===== config.mk =====
export PLATFORM = sky130hd
export DESIGN_NAME = csa_accum_ctrl_flat
export DESIGN_NICKNAME = d
export VERILOG_FILES = /design/src/rtl/csa_accum_ctrl_if.sv /design/src/rtl/csa_accum_ctrl.sv /design/src/flat_wrapper.sv
export SDC_FILE = /design/constraint.sdc
export NUM_CORES = 1
export LEC_CHECK = 0
export CELL_PAD_IN_SITES_DETAIL_PLACEMENT = 2
export CELL_PAD_IN_SITES_GLOBAL_PLACEMENT = 2
export CORE_ASPECT_RATIO = 1.1
export CORE_MARGIN = 4
export CORE_UTILIZATION = 36
export CTS_CLUSTER_DIAMETER = 60
export DETAILED_ROUTE_END_ITERATION = 16
export GPL_TIMING_DRIVEN = 1
export PLACE_DENSITY = 0.84
export SLEW_MARGIN = 20
export SYNTH_ARGS = -nofsm -noshare
export SYNTH_HDL_FRONTEND = slang
export SYNTH_SLANG_ARGS = --single-unit

===== constraint.sdc =====
create_clock -name clk -period 4.2 [get_ports clk]
set_input_delay 1.26 -clock clk [delete_from_list [all_inputs] [get_ports clk]]
set_output_delay 1.26 -clock clk [all_outputs]
set_load 0.02 [all_outputs]

===== src/rtl/csa_accum_ctrl_if.sv =====
// Handshake bundle for the carry-save accumulator controller.
// The master side supplies operands and consumes results; the slave side
// is the controller itself.
interface csa_accum_ctrl_if #(
   parameter int DATA_W = 6,
   parameter int ACC_W  = 12,
   parameter int CNT_W  = 8
) ();

   // operand stream
   logic              in_valid;
   logic              in_ready;
   logic [DATA_W-1:0] in_data;
   logic              in_last;

   // result stream
   logic              out_valid;
   logic              out_ready;
   logic [ACC_W-1:0]  out_sum;
   logic              out_ovf;
   logic [CNT_W-1:0]  out_count;

   // status
   logic              busy;

   modport master (
      output in_valid,
      output in_data,
      output in_last,
      output out_ready,
      input  in_ready,
      input  out_valid,
      input  out_sum,
      input  out_ovf,
      input  out_count,
      input  busy
   );

   modport slave (
      input  in_valid,
      input  in_data,
      input  in_last,
      input  out_ready,
      output in_ready,
      output out_valid,
      output out_sum,
      output out_ovf,
      output out_count,
      output busy
   );

endinterface


===== src/rtl/csa_accum_ctrl.sv =====
// Multi-operand accumulator controller.
// Each accepted operand is folded into a redundant sum/carry pair with one
// 3:2 carry-save step. After the last operand of a group the pair is
// resolved by repeated half-add steps (sum ^= carry, carry = and << 1)
// until the carry vector is empty, then the binary result is offered on
// the output handshake. Carries shifted out of the top bit set a sticky
// overflow flag, so the flag is exact for the true group sum.
module csa_accum_ctrl #(
   parameter int DATA_W = 6,
   parameter int ACC_W  = 12,
   parameter int CNT_W  = 8
) (
   input logic              clk,
   input logic              rst_n,
   csa_accum_ctrl_if.slave  bus
);

   typedef enum logic [1:0] {
      ST_IDLE    = 2'd0,
      ST_ACCUM   = 2'd1,
      ST_RESOLVE = 2'd2,
      ST_DONE    = 2'd3
   } state_t;

   // Bitwise majority: the carry vector of a full adder per bit.
   function automatic logic [ACC_W-1:0] maj3(
      input logic [ACC_W-1:0] a,
      input logic [ACC_W-1:0] b,
      input logic [ACC_W-1:0] c
   );
      maj3 = (a & b) | (a & c) | (b & c);
   endfunction

   // Redundant accumulator state
   state_t             state_r;
   logic [ACC_W-1:0]   s_r;
   logic [ACC_W-1:0]   c_r;      // already weight-aligned (bit 0 always 0)
   logic               ovf_r;
   logic [CNT_W-1:0]   cnt_r;

   // Registered interface outputs
   logic               in_ready_r;
   logic               out_valid_r;
   logic [ACC_W-1:0]   out_sum_r;
   logic               out_ovf_r;
   logic [CNT_W-1:0]   out_count_r;
   logic               busy_r;

   // Combinational helpers
   logic               in_ready_s;
   logic               accept_s;
   logic [ACC_W-1:0]   d_s;
   logic [ACC_W-1:0]   acc_sum_s;
   logic [ACC_W-1:0]   acc_maj_s;
   logic [ACC_W-1:0]   acc_carry_s;
   logic [ACC_W-1:0]   res_and_s;
   logic [ACC_W-1:0]   res_carry_s;
   logic [CNT_W-1:0]   cnt_next_s;

   // in_ready is forced low for as long as reset is held, and the
   // registered value restores it on the first cycle out of reset.
   assign in_ready_s = in_ready_r & rst_n;
   assign accept_s   = bus.in_valid & in_ready_s;

   // Carry-save step for an incoming operand and half-add step for resolve.
   always_comb begin
      d_s                  = {ACC_W{1'b0}};
      d_s[DATA_W-1:0]      = bus.in_data;
      acc_sum_s            = s_r ^ c_r ^ d_s;
      acc_maj_s            = maj3(s_r, c_r, d_s);
      acc_carry_s          = {acc_maj_s[ACC_W-2:0], 1'b0};
      res_and_s            = s_r & c_r;
      res_carry_s          = {res_and_s[ACC_W-2:0], 1'b0};
      if (cnt_r == {CNT_W{1'b1}}) begin
         cnt_next_s = cnt_r;
      end else begin
         cnt_next_s = cnt_r + {{(CNT_W-1){1'b0}}, 1'b1};
      end
   end

   // Controller FSM: accumulate, resolve, hold result until consumed.
   always_ff @(posedge clk) begin
      if (!rst_n) begin
         state_r     <= ST_IDLE;
         s_r         <= {ACC_W{1'b0}};
         c_r         <= {ACC_W{1'b0}};
         ovf_r       <= 1'b0;
         cnt_r       <= {CNT_W{1'b0}};
         in_ready_r  <= 1'b1;
         out_valid_r <= 1'b0;
         out_sum_r   <= {ACC_W{1'b0}};
         out_ovf_r   <= 1'b0;
         out_count_r <= {CNT_W{1'b0}};
         busy_r      <= 1'b0;
      end else begin
         case (state_r)
            ST_IDLE, ST_ACCUM: begin
               if (accept_s) begin
                  s_r    <= acc_sum_s;
                  c_r    <= acc_carry_s;
                  ovf_r  <= ovf_r | acc_maj_s[ACC_W-1];
                  cnt_r  <= cnt_next_s;
                  busy_r <= 1'b1;
                  if (bus.in_last) begin
                     state_r    <= ST_RESOLVE;
                     in_ready_r <= 1'b0;
                  end else begin
                     state_r    <= ST_ACCUM;
                  end
               end
            end
            ST_RESOLVE: begin
               if (c_r != {ACC_W{1'b0}}) begin
                  s_r   <= s_r ^ c_r;
                  c_r   <= res_carry_s;
                  ovf_r <= ovf_r | res_and_s[ACC_W-1];
               end else begin
                  // carry vector empty: s_r now holds the binary sum
                  state_r     <= ST_DONE;
                  out_valid_r <= 1'b1;
                  out_sum_r   <= s_r;
                  out_ovf_r   <= ovf_r;
                  out_count_r <= cnt_r;
               end
            end
            ST_DONE: begin
               if (bus.out_ready) begin
                  state_r     <= ST_IDLE;
                  s_r         <= {ACC_W{1'b0}};
                  c_r         <= {ACC_W{1'b0}};
                  ovf_r       <= 1'b0;
                  cnt_r       <= {CNT_W{1'b0}};
                  in_ready_r  <= 1'b1;
                  out_valid_r <= 1'b0;
                  out_sum_r   <= {ACC_W{1'b0}};
                  out_ovf_r   <= 1'b0;
                  out_count_r <= {CNT_W{1'b0}};
                  busy_r      <= 1'b0;
               end
            end
            default: begin
               state_r     <= ST_IDLE;
               s_r         <= {ACC_W{1'b0}};
               c_r         <= {ACC_W{1'b0}};
               ovf_r       <= 1'b0;
               cnt_r       <= {CNT_W{1'b0}};
               in_ready_r  <= 1'b1;
               out_valid_r <= 1'b0;
               out_sum_r   <= {ACC_W{1'b0}};
               out_ovf_r   <= 1'b0;
               out_count_r <= {CNT_W{1'b0}};
               busy_r      <= 1'b0;
            end
         endcase
      end
   end

   assign bus.in_ready  = in_ready_s;
   assign bus.out_valid = out_valid_r;
   assign bus.out_sum   = out_sum_r;
   assign bus.out_ovf   = out_ovf_r;
   assign bus.out_count = out_count_r;
   assign bus.busy      = busy_r;

endmodule


===== src/flat_wrapper.sv =====
// flat-port wrapper written by rule: the top's interface ports become plain ports
module csa_accum_ctrl_flat 
#(
   parameter int DATA_W = 6,
   parameter int ACC_W  = 12,
   parameter int CNT_W  = 8
)
  (clk, rst_n, bus_in_valid, bus_in_data, bus_in_last, bus_out_ready, bus_in_ready, bus_out_valid, bus_out_sum, bus_out_ovf, bus_out_count, bus_busy);
  csa_accum_ctrl_if #(.DATA_W(DATA_W), .ACC_W(ACC_W), .CNT_W(CNT_W)) bus_i ();
  input logic clk;
  input logic rst_n;
  input wire logic [$bits(bus_i.in_valid)-1:0] bus_in_valid;
  input wire logic [$bits(bus_i.in_data)-1:0] bus_in_data;
  input wire logic [$bits(bus_i.in_last)-1:0] bus_in_last;
  input wire logic [$bits(bus_i.out_ready)-1:0] bus_out_ready;
  output wire logic [$bits(bus_i.in_ready)-1:0] bus_in_ready;
  output wire logic [$bits(bus_i.out_valid)-1:0] bus_out_valid;
  output wire logic [$bits(bus_i.out_sum)-1:0] bus_out_sum;
  output wire logic [$bits(bus_i.out_ovf)-1:0] bus_out_ovf;
  output wire logic [$bits(bus_i.out_count)-1:0] bus_out_count;
  output wire logic [$bits(bus_i.busy)-1:0] bus_busy;
  assign bus_i.in_valid = bus_in_valid;
  assign bus_i.in_data = bus_in_data;
  assign bus_i.in_last = bus_in_last;
  assign bus_i.out_ready = bus_out_ready;
  assign bus_in_ready = bus_i.in_ready;
  assign bus_out_valid = bus_i.out_valid;
  assign bus_out_sum = bus_i.out_sum;
  assign bus_out_ovf = bus_i.out_ovf;
  assign bus_out_count = bus_i.out_count;
  assign bus_busy = bus_i.busy;
  csa_accum_ctrl #(.DATA_W(DATA_W), .ACC_W(ACC_W), .CNT_W(CNT_W)) u_core (.clk(clk), .rst_n(rst_n), .bus(bus_i));
endmodule

==> impl_metrics.tcl <==
set metrics [dict create \
    syn_inst 261 \
    vdd_ir_drop_max_uv 217 \
    grtUsageTotal_pct 20.2 \
    htree_levels 3 \
    power.density_nw_per_um2 440 \
    ctsResizeCount 0 \
    clkSinkCount 58 \
    rsz0062_at_grt "false" \
    hold_path.class "flop to flop" \
    clock_power_share_pct 46.6 \
    avgViaCountPerCell 5.79 \
    synth_compound_area_share_pct 22.1 \
    finalMaxSlewViolations 0 \
    p_sw_w 0.000352 \
    synth-seq-cells 58 \
    cp.arrival_ns 2.56 \
    grt_overflow 0 \
    synth_top_area_cell "dfxtp_1" \
    grt_start_max_net_pins 26 \
    yosys.area_share.adder_pct 10.4 \
    syn_nets 290 \
    crit_start "rst_n" \
    dp_hpwl_um 5160 \
    dr.pass1.iters 4 \
    cap_violations 0 \
    initial_core_util_pct 37.7 \
    final_common_cell "dfxtp_1" \
    synth-xor-area-share_pct 0.692 \
    yosys.area.top_type_share_pct 45.9 \
    clkTransAtPathRegs_ns 0.07 \
    p_seq_share_pct 42.3 \
    cts_hold_buf 0 \
    timing.slew.headroom_pct 47.4 \
    die_h_um 95.9 \
    worstRegToRegCells 5 \
    synth_top_family_by_area "compound AO/OA/AOI/OAI gates" \
    grt_pass1_vias 2359 \
    fin_skew_ns 0.00708 \
    worstMarginPinSlew_ns 0.788 \
    yosys-top-cells-area "dfxtp_1 (46%), a22o_1 (6.6%), ha_1 (6.4%)" \
    portBuffers 34 \
    ant_nets 0 \
    drc 0 \
    fin_cells 384 \
    setup_tns_ns 0 \
    combPwrFrac_pct 11.0 \
    vias 2224 \
    cts_buffers 9 \
    layout_common_cells "dfxtp_1 (58), clkdlybuf4s50_1 (34), a21oi_1 (31), nand2_1 (20), a22o_1 (19)" \
    cts_setup_buffers 0 \
    antenna_found_initial 0 \
    synth_area_per_cell_um2 9.70 \
    avgRoutedWirePerCell_um 20.1 \
    r2r_end "u_core.bus.out_count[2]$_SDFFE_PN0P_" \
    drt_iter0_drc 100 \
    synth_cell_types 41 \
    layout.nets 326 \
    synthSimpleGateAreaFrac_pct 17.0 \
    die_w_um 88.0 \
    dieArea_um2 8440 \
    fin_crit_sh_pct 90.9 \
    dp_cells 368 \
    synthMuxAreaShare_pct 0.395 \
    critPathKind "input port to output pin" \
    cts_tree "built" \
    r2r-start "u_core.state_r[1]$_SDFFE_PN0P_" \
    p_leak_nw 1.25 \
    netlist_area_um2 2530 \
    clock.fmax_mhz 262 \
    p_int_w 0.00106 \
    drt-total-wl_um 7710 \
    critPathCapture "bus_in_ready" \
    status "completed" \
    clk_path_buf_depth 2 \
    grt_first_pass_wirelength_um 12700 \
    gp_congestion 0.741 \
    yosys_warnings 0 \
    hold_violations 0 \
    min_period_ns 3.82 \
    clk_latency_ns 0.35 \
    async_flop_share_pct 0 \
    drive_gt1_share_pct 9.93 \
    pin_count 35 \
    insertedDiodeCount 0 \
    finalPower_w 0.00141 \
    min_from "u_core.bus.out_valid$_SDFFE_PN0P_" \
    syn_to_final_growth_pct 26.7 \
    synth_edf_count 0 \
    row_count 31 \
    required_ns 2.94 \
    rrSetupSlack_ns 1.84 \
    synthFlopType "dfxtp_1" \
    swShare_pct 25.0 \
    finalSetupViolCount 0 \
    ys_seq_area_share_pct 45.9 \
    core_area_um2 6710 \
    crit_fanout 2 \
    clock-root-buffer "clkbuf_8" \
    critPathCaptureType "output pin" \
    start_kind "input port" \
]
==> how the worst min path moves through the flow <==
stage | end | cells past startpoint
finish | u_core.bus.out_valid$_SDFFE_PN0P_ | 1
global route | u_core.bus.out_sum[7]$_SDFFE_PN0P_ | 1
CTS | u_core.bus.out_valid$_SDFFE_PN0P_ | 1
detailed placement | u_core.bus.out_valid$_SDFFE_PN0P_ | 1
global placement | u_core.bus.out_valid$_SDFFE_PN0P_ | 1
floorplan | u_core.in_ready_r$_SDFFE_PN1P_ | 2
==> power groups by stage <==
stage	registers [W]	clock network, W	logic (W)
CTS	0.000596	0.000671	0.000159
global placement	0.000607	0	0.000142
global route	0.000600	0.000700	0.000176
detailed placement	0.000608	0	0.000154
floorplan	0.000600	0	0.000100
finish	0.000596	0.000657	0.000156
==> stage by stage <==
| step | util [%] | setup slack, ns | instance area [µm²] | hold slack [ns] |
|---|---|---|---|---|
| global route | 47.8 | 0.354 | 3210 | 0.499 |
| floorplan | - | 1.04 | 2530 | 0.427 |
| finish | 47.8 | 0.382 | 3210 | 0.468 |
| detailed placement | 44.0 | 0.366 | 2960 | 0.462 |
| CTS | 47.8 | 0.357 | 3210 | 0.478 |
| global placement | 44.0 | 0.370 | 2960 | 0.436 |
==> metal layers <==
| metal | wire (µm) | up-vias | GRT usage, % |
|---|---|---|---|
| li1 | - | 1032 | - |
| met1 | 3220 | 1136 | 23.0 |
| met2 | 4060 | 40 | 35.6 |
| met3 | 247 | 16 | 5.22 |
| met4 | 175 | 0 | 8.44 |
| met5 | 0 | - | 0 |
==> synth_stat cells, types with 4 or more instances <==
| library cell | n |
|---|---|
| o21ai_0 | 8 |
| nand4_1 | 12 |
| ha_1 | 13 |
| dfxtp_1 | 58 |
| nor2_1 | 12 |
| nor2b_1 | 11 |
| clkbuf_1 | 8 |
| a21oi_1 | 31 |
| o21ai_1 | 7 |
| nand3_1 | 6 |
| buf_2 | 6 |
| nand2_1 | 20 |
| a22o_1 | 19 |
| a211oi_1 | 10 |
| fa_1 | 5 |
| or3_1 | 4 |
==> cell families (layout without fill, tap and decap cells) <==
logic type	Yosys count	in the layout
adder cells (fa/ha/maj)	18	18
multiplexers	1	1
XOR/XNOR	2	2
AO/OA/AOI/OAI	84	84
AND/OR/NAND/NOR	79	79
flip-flops	58	58
buffers and inverters	19	60
==> final cells by class <==
type,instances,area [µm²]
Tap cell,82,103
Sequential cell,58,1160
Fill cell,731,3500
Multi-Input combinational cell,184,1280
Clock inverter,5,100
Inverter,1,3.75
Timing Repair Buffer,43,408
Clock buffer,11,151
==> registers in the layout, summed over array words and instances, names as in the netlist <==
name / count
u_core.bus.busy: 1
u_core.bus.out_count: 8
u_core.bus.out_ovf: 1
u_core.bus.out_sum: 12
u_core.bus.out_valid: 1
u_core.c_r: 11
u_core.cnt_r: 8
u_core.in_ready_r: 1
u_core.ovf_r: 1
u_core.s_r: 12
u_core.state_r: 2
==> critical path, cell delays in order <==
cell             delay [ns]
clkdlybuf4s50_1        0.55
and2_1                 0.15
clkdlybuf4s50_1        0.60
Power figures use the tool's default switching activity.
